**config.mk**
```make
export PLATFORM = sky130hd
export DESIGN_NAME = core_instr_prefetch
export DESIGN_NICKNAME = d
export VERILOG_FILES = /design/src/rtl/core_pkg.sv /design/src/rtl/core_prefetch_fifo.sv /design/src/rtl/core_instr_prefetch.sv
export SDC_FILE = /design/constraint.sdc
export NUM_CORES = 1
export LEC_CHECK = 0
export CORE_AREA = 2 2 155 157
export DETAILED_ROUTE_END_ITERATION = 8
export DIE_AREA = 0 0 157 159
export PLACE_DENSITY_LB_ADDON = 0.3
export SYNTH_ARGS = -nofsm -noshare
export SYNTH_HDL_FRONTEND = slang
export SYNTH_SLANG_ARGS = --single-unit
export TNS_END_PERCENT = 100
```
**constraint.sdc**
```tcl
create_clock -name clk -period 5.9 [get_ports clk]
set_input_delay 1.18 -clock clk [delete_from_list [all_inputs] [get_ports clk]]
set_output_delay 1.18 -clock clk [all_outputs]
set_load 0.02 [all_outputs]
```
**src/rtl/core_pkg.sv**
```systemverilog
// Shared types for the core front end: prefetch FSM states, fetch entries, PC helpers.
package core_pkg;

  typedef enum logic [1:0] {
    BOOT  = 2'd0,
    FETCH = 2'd1,
    FULL  = 2'd2
  } prefetch_state_t;

  localparam logic [31:0] PC_STEP = 32'd4;

  typedef struct packed {
    logic [31:0] pc;
    logic [31:0] instr;
  } fetch_entry_t;

  function automatic logic [31:0] word_align(input logic [31:0] addr);
    return {addr[31:2], 2'b00};
  endfunction

endpackage

```
**src/rtl/core_prefetch_fifo.sv**
```systemverilog
// DEPTH-entry synchronous FIFO of fetch entries with flush; pointers wrap mod DEPTH.
module core_prefetch_fifo
  import core_pkg::*;
#(
  parameter int DEPTH = 4,
  localparam int AW = $clog2(DEPTH),
  localparam int CW = AW + 1
) (
  input  logic         clk,
  input  logic         rst,
  input  logic         i_push,
  input  fetch_entry_t i_entry,
  input  logic         i_pop,
  input  logic         i_flush,
  output fetch_entry_t o_head,
  output logic [CW-1:0] o_count,
  output logic         o_empty,
  output logic         o_full
);

  fetch_entry_t  r_mem [DEPTH];
  logic [AW-1:0] r_wr_ptr;
  logic [AW-1:0] r_rd_ptr;
  logic [CW-1:0] r_count;
  logic          w_do_push;
  logic          w_do_pop;

  assign o_empty   = (r_count == '0);
  assign o_full    = (r_count == CW'(DEPTH));
  assign o_count   = r_count;
  assign o_head    = r_mem[r_rd_ptr];
  assign w_do_push = i_push & ~o_full;
  assign w_do_pop  = i_pop & ~o_empty;

  // Flush drops everything queued; storage contents are left stale on purpose.
  always_ff @(posedge clk) begin
    if (rst || i_flush) begin
      r_wr_ptr <= '0;
      r_rd_ptr <= '0;
      r_count  <= '0;
    end else begin
      if (w_do_push) r_wr_ptr <= r_wr_ptr + 1'b1;
      if (w_do_pop)  r_rd_ptr <= r_rd_ptr + 1'b1;
      r_count <= r_count + CW'(w_do_push) - CW'(w_do_pop);
    end
  end

  always_ff @(posedge clk) begin
    if (w_do_push) r_mem[r_wr_ptr] <= i_entry;
  end

endmodule

```
**src/rtl/core_instr_prefetch.sv**
```systemverilog
// Instruction prefetch: sequential bus reads into a small FIFO, flushed on redirect.
// Optional CORE_PREFETCH_BYPASS_EN forwards a response straight to ID when the FIFO is empty.
module core_instr_prefetch
  import core_pkg::*;
#(
  parameter int DEPTH = 4
) (
  input  logic        clk,
  input  logic        rst,
  input  logic [31:0] i_boot_addr,
  input  logic        i_redirect,
  input  logic [31:0] i_redirect_pc,
  output logic        o_valid,
  output logic [31:0] o_pc,
  output logic [31:0] o_instr,
  input  logic        i_ready,
  output logic        o_rd_req,
  output logic [31:0] o_rd_addr,
  input  logic        i_rd_gnt,
  input  logic [31:0] i_rd_rdata
);

  localparam int CW = $clog2(DEPTH) + 1;

  prefetch_state_t r_state;
  prefetch_state_t w_next_state;
  logic [31:0]     r_fetch_pc;
  logic [31:0]     r_pending_pc;
  logic            r_inflight;

  fetch_entry_t    w_head;
  fetch_entry_t    w_resp_entry;
  logic [CW-1:0]   w_count;
  logic [CW-1:0]   w_occupancy;
  logic [CW-1:0]   w_next_occupancy;
  logic            w_empty;
  logic            w_full;
  logic            w_redirect;
  logic            w_req;
  logic            w_grant;
  logic            w_resp;
  logic            w_bypass;
  logic            w_pop_hs;
  logic            w_fifo_push;
  logic            w_fifo_pop;

  assign w_redirect   = i_redirect & (r_state != BOOT);
  assign w_occupancy  = w_count + CW'(r_inflight);
  assign w_req        = (r_state == FETCH) & (w_occupancy < CW'(DEPTH)) & ~i_redirect & ~rst;
  assign w_grant      = w_req & i_rd_gnt;
  assign w_resp       = r_inflight & ~w_redirect;
  assign w_resp_entry = '{pc: r_pending_pc, instr: i_rd_rdata};

`ifdef CORE_PREFETCH_BYPASS_EN
  assign w_bypass = w_resp & w_empty;
`else
  assign w_bypass = 1'b0;
`endif

  assign w_pop_hs    = o_valid & i_ready;
  assign w_fifo_pop  = w_pop_hs & ~w_bypass;
  assign w_fifo_push = w_resp & ~(w_bypass & i_ready);

  assign w_next_occupancy = w_count + CW'(w_fifo_push & ~w_full) - CW'(w_fifo_pop & ~w_empty)
                          + CW'(w_grant);

  assign o_rd_req  = w_req;
  assign o_rd_addr = r_fetch_pc;

  always_comb begin
    o_valid = ~w_empty;
    o_pc    = w_empty ? 32'd0 : w_head.pc;
    o_instr = w_empty ? 32'd0 : w_head.instr;
    if (w_bypass) begin
      o_valid = 1'b1;
      o_pc    = r_pending_pc;
      o_instr = i_rd_rdata;
    end
  end

  always_comb begin
    w_next_state = r_state;
    case (r_state)
      BOOT:  w_next_state = FETCH;
      FETCH: begin
        if (!w_redirect && (w_next_occupancy == CW'(DEPTH))) w_next_state = FULL;
      end
      FULL: begin
        if (w_redirect || w_pop_hs) w_next_state = FETCH;
      end
      default: w_next_state = BOOT;
    endcase
  end

  // Redirect outranks a grant; BOOT ignores redirect and just latches the boot address.
  always_ff @(posedge clk) begin
    if (rst) begin
      r_state      <= BOOT;
      r_fetch_pc   <= 32'd0;
      r_pending_pc <= 32'd0;
      r_inflight   <= 1'b0;
    end else begin
      r_state <= w_next_state;
      if (r_state == BOOT) begin
        r_fetch_pc <= word_align(i_boot_addr);
        r_inflight <= 1'b0;
      end else if (w_redirect) begin
        r_fetch_pc <= word_align(i_redirect_pc);
        r_inflight <= 1'b0;
      end else if (w_grant) begin
        r_fetch_pc   <= r_fetch_pc + PC_STEP;
        r_pending_pc <= r_fetch_pc;
        r_inflight   <= 1'b1;
      end else begin
        r_inflight <= 1'b0;
      end
    end
  end

  core_prefetch_fifo #(
    .DEPTH(DEPTH)
  ) u_fifo (
    .clk    (clk),
    .rst    (rst),
    .i_push (w_fifo_push),
    .i_entry(w_resp_entry),
    .i_pop  (w_fifo_pop),
    .i_flush(w_redirect),
    .o_head (w_head),
    .o_count(w_count),
    .o_empty(w_empty),
    .o_full (w_full)
  );

endmodule

```
==> key figures <==
Run status
  – Status: finished clean

Timing
  – Count of final setup violators: 0
  – Min Hold Slack: 494 ps
  – Setup TNS: 0 ps
  – Ratio of final minimum period to clock period: 73.7%
  – Unrepaired setup endpoints after global routing: no
  – Max Clk Rate: 230 MHz
  – Final Max Tran Viols: 0
  – Post-layout minimum cycle time: 4350 ps
  – Worst Max-Slew Pin Slew: 1050 ps
  – Final Skew: 10.7 ps
  – Fin. Hold Viols: 0
  – Slew HR: 30.0%

GRT
  – GRT Resource Usage Total: 23.3%
  – First-pass GRT wire length: 45,700 um
  – Vias in the first global route: 8,517
  – Met1 Use GR: 31.4%
  – Top Usage Layer GRT: met2
  – Global Route met3 Usage: 5.20%
  – Met2 global-route usage: 38.5%
  – Antenna violations before repair: 0
  – GRT overflow: 0
  – Largest net degree at the start of global routing: 68

Power
  – Maximum VDD drop: 0.185 mV
  – Leak: 5.53 nW
  – Total power: 0.00625 W
  – PwrDens: 378 mW/mm^2

Floorplanning
  – Starting density of the core: 57.5%
  – Die X: 157 um
  – Cell Rows: 56
  – Core Area: 0.0232 sq mm
  – Die height: 159 um
  – I/O pin total: 199
  – Die area: 0.0250 sq mm

Setup path
  – Crit. End Element: primary output
  – Slowest stage delay, CP: 1040 ps
  – CP bufs+invs: 2
  – Slowest CP cell: dfxtp_4
  – Crit-path cells: buf_4 > mux4_2 > and2_1 > clkdlybuf4s50_1
  – Critical Path Start Type: register
  – Worst Path Max Fanout: 51
  – Worst EP arrival: 3170 ps
  – Critical path type: register to primary output
  – Required @ worst endpoint: 4720 ps
  – Reg-to-reg slack, setup: 2240 ps
  – Delay-heaviest family, CP: flip-flops

CTS
  – Hold bufs inserted after CTS: 0
  – CTS tree: built
  – Clk pin slew, worst setup/hold paths: 60 ps
  – H-tree depth: 1
  – Clock Path Buffers: 3
  – Worst-skew pair later-pin latency: 550 ps
  – Buffer count from post-CTS setup fixing: 0
  – TritonCTS Buffers: 31
  – Clock Tree Root: clkbuf_16
  – CTS resizes: 0
  – Sink Count: 320

Finish
  – Diode count: 0
  – Final Util: 71.2%
  – Filler cells: 1,548
  – Synthesis-to-finish area growth: 24.0%
  – FF/Latch Area: 0.00889 sq mm
  – Most frequent cells in the layout: 248 x edfxtp_1, 189 x clkdlybuf4s50_1, 86 x nand2_1
  – Multi-input gate area: 0.00413 sq mm
  – Final net count: 1,202
  – Most common cell after layout, fill and taps aside: edfxtp_1
  – Fraction of layout cells with a size suffix above 1: 12.4%

Logic synthesis
  – Post-synthesis simple-gate area fraction: 11.4%
  – Main combinational cell family by area after synthesis: simple AND/OR/NAND/NOR gates
  – Fraction of registers with async set/reset: 0%
  – Post-Synth XOR/XNOR Area: 0.592%
  – Adder-cell share of the synthesized area: 1.20%
  – Mean Syn Cell Area: 14.5 sq um
  – #FFs+latches synth: 320
  – Synth Instances: 919
  – Post-synth EDFFs: 248
  – Netlist cell types: 57
  – Yosys warns: 0
  – Synth Area in Compound Gates: 6.35%
  – Multiplexer share of the synthesized area: 11.2%
  – Cell area after synthesis: 0.0133 sq mm
  – Register area share after synthesis: 66.7%
  – Ys flop type: edfxtp_1

Route
  – DRT Pass-1 Iters: 6
  – Remaining DRCs: 0
  – Via count: 8,464
  – Via/cell ratio: 5.91
  – Wire per inst: 20.0 um
  – WL final: 28,600 um
  – Starting DRT DRC Count: 539
  – Antenna Nets Post-Route: 0

Placement
  – RePlAce Congestion: 0.914
  – IO Port Bufs: 190
  – Dpl hpwl: 17,600 um

Run
  – Max-cap viol count: 0

Hold path
  – Min-delay worst type: register to register
## worst min-delay path, cell delays in order, from the launching register on
cell and delay [ps]:
dfxtp_1 340, nand2_1 60, a21oi_1 50
## kinds of logic (layout without fill, tap and decap cells)
kind of cell             Yosys count  in the layout
other                              1              4
XOR/XNOR                           9              9
AO/OA/AOI/OAI                    134            134
flip-flops                       320            320
AND/OR/NAND/NOR                  291            291
adder cells (fa/ha/maj)           11             11
multiplexers                      72             72
buffers and inverters             81            273
## synthesized netlist by cell type, drive strengths merged, types with 3 or more instances
cell type	instances	area, sq um
a2111oi	5	43.8
a211oi	13	97.6
a21oi	63	315
a311oi	4	35.0
a31oi	7	43.8
and2	70	438
and3	15	93.8
buf	17	83.8
clkbuf	49	184
dfxtp	72	1440
edfxtp	248	7450
fa	3	60.1
ha	8	100
inv	15	56.3
mux2i	9	90.1
mux4	62	1400
nand2	86	323
nand2b	3	18.8
nand3	30	150
nand4	9	71.3
nor2	33	124
nor3	11	55.1
nor3b	8	60.1
nor4	7	50.1
o21ai	14	70.1
o31ai	6	45.0
or3	4	25.0
or4	5	37.5
xnor2	6	52.6
xor2	3	26.3
## state kept, by name, indices dropped and copies added, names as in the netlist, named ones only
name / count
r_state: 2
r_pending_pc: 30
u_fifo.r_mem: 248
u_fifo.r_wr_ptr: 2
u_fifo.o_count: 3
u_fifo.r_rd_ptr: 2
o_rd_addr: 30
r_inflight: 1
## per-stage QoR
step	cells	worst slack (ps)	area, sq um
global route	1433	1330	16500
finish	1433	1550	16500
detailed placement	1376	1590	15500
floorplan	922	1980	13300
global placement	1376	1610	15500
CTS	1433	1420	16500
## final timing paths
kind,start,endpoint,cells past startpoint
worst max-delay path,register,o_instr[0],4
worst min-delay path,r_pending_pc[12],r_pending_pc[12],2
worst max register to register,u_fifo.o_count[2],r_state[0],12
worst min register to register,r_pending_pc[12],r_pending_pc[12],2
## area by class of cell
cell class	count	area share, %
tap	319	2.42
multi-input combinational	521	25.0
timing repair buffer	201	12.0
sequential	320	53.8
clock inverter	22	1.25
inverter	15	0.341
clock buffer	35	5.16
## routing by layer
layer / share of wire, % / vias up
met3: 9.0 / 55
met4: 2.1 / 0
met5: 0 / -
met1: 41 / 4165
li1: - / 3862
met2: 48 / 382
## report_power, final
part	total [W]	leakage, nW	switching (W)	internal [W]
sequential	0.00266	2.97	0.000170	0.00249
combinational	0.00160	2.03	0.000803	0.000792
clock	0.00199	0.523	0.000816	0.00117
(Power assumes the default switching activity.)
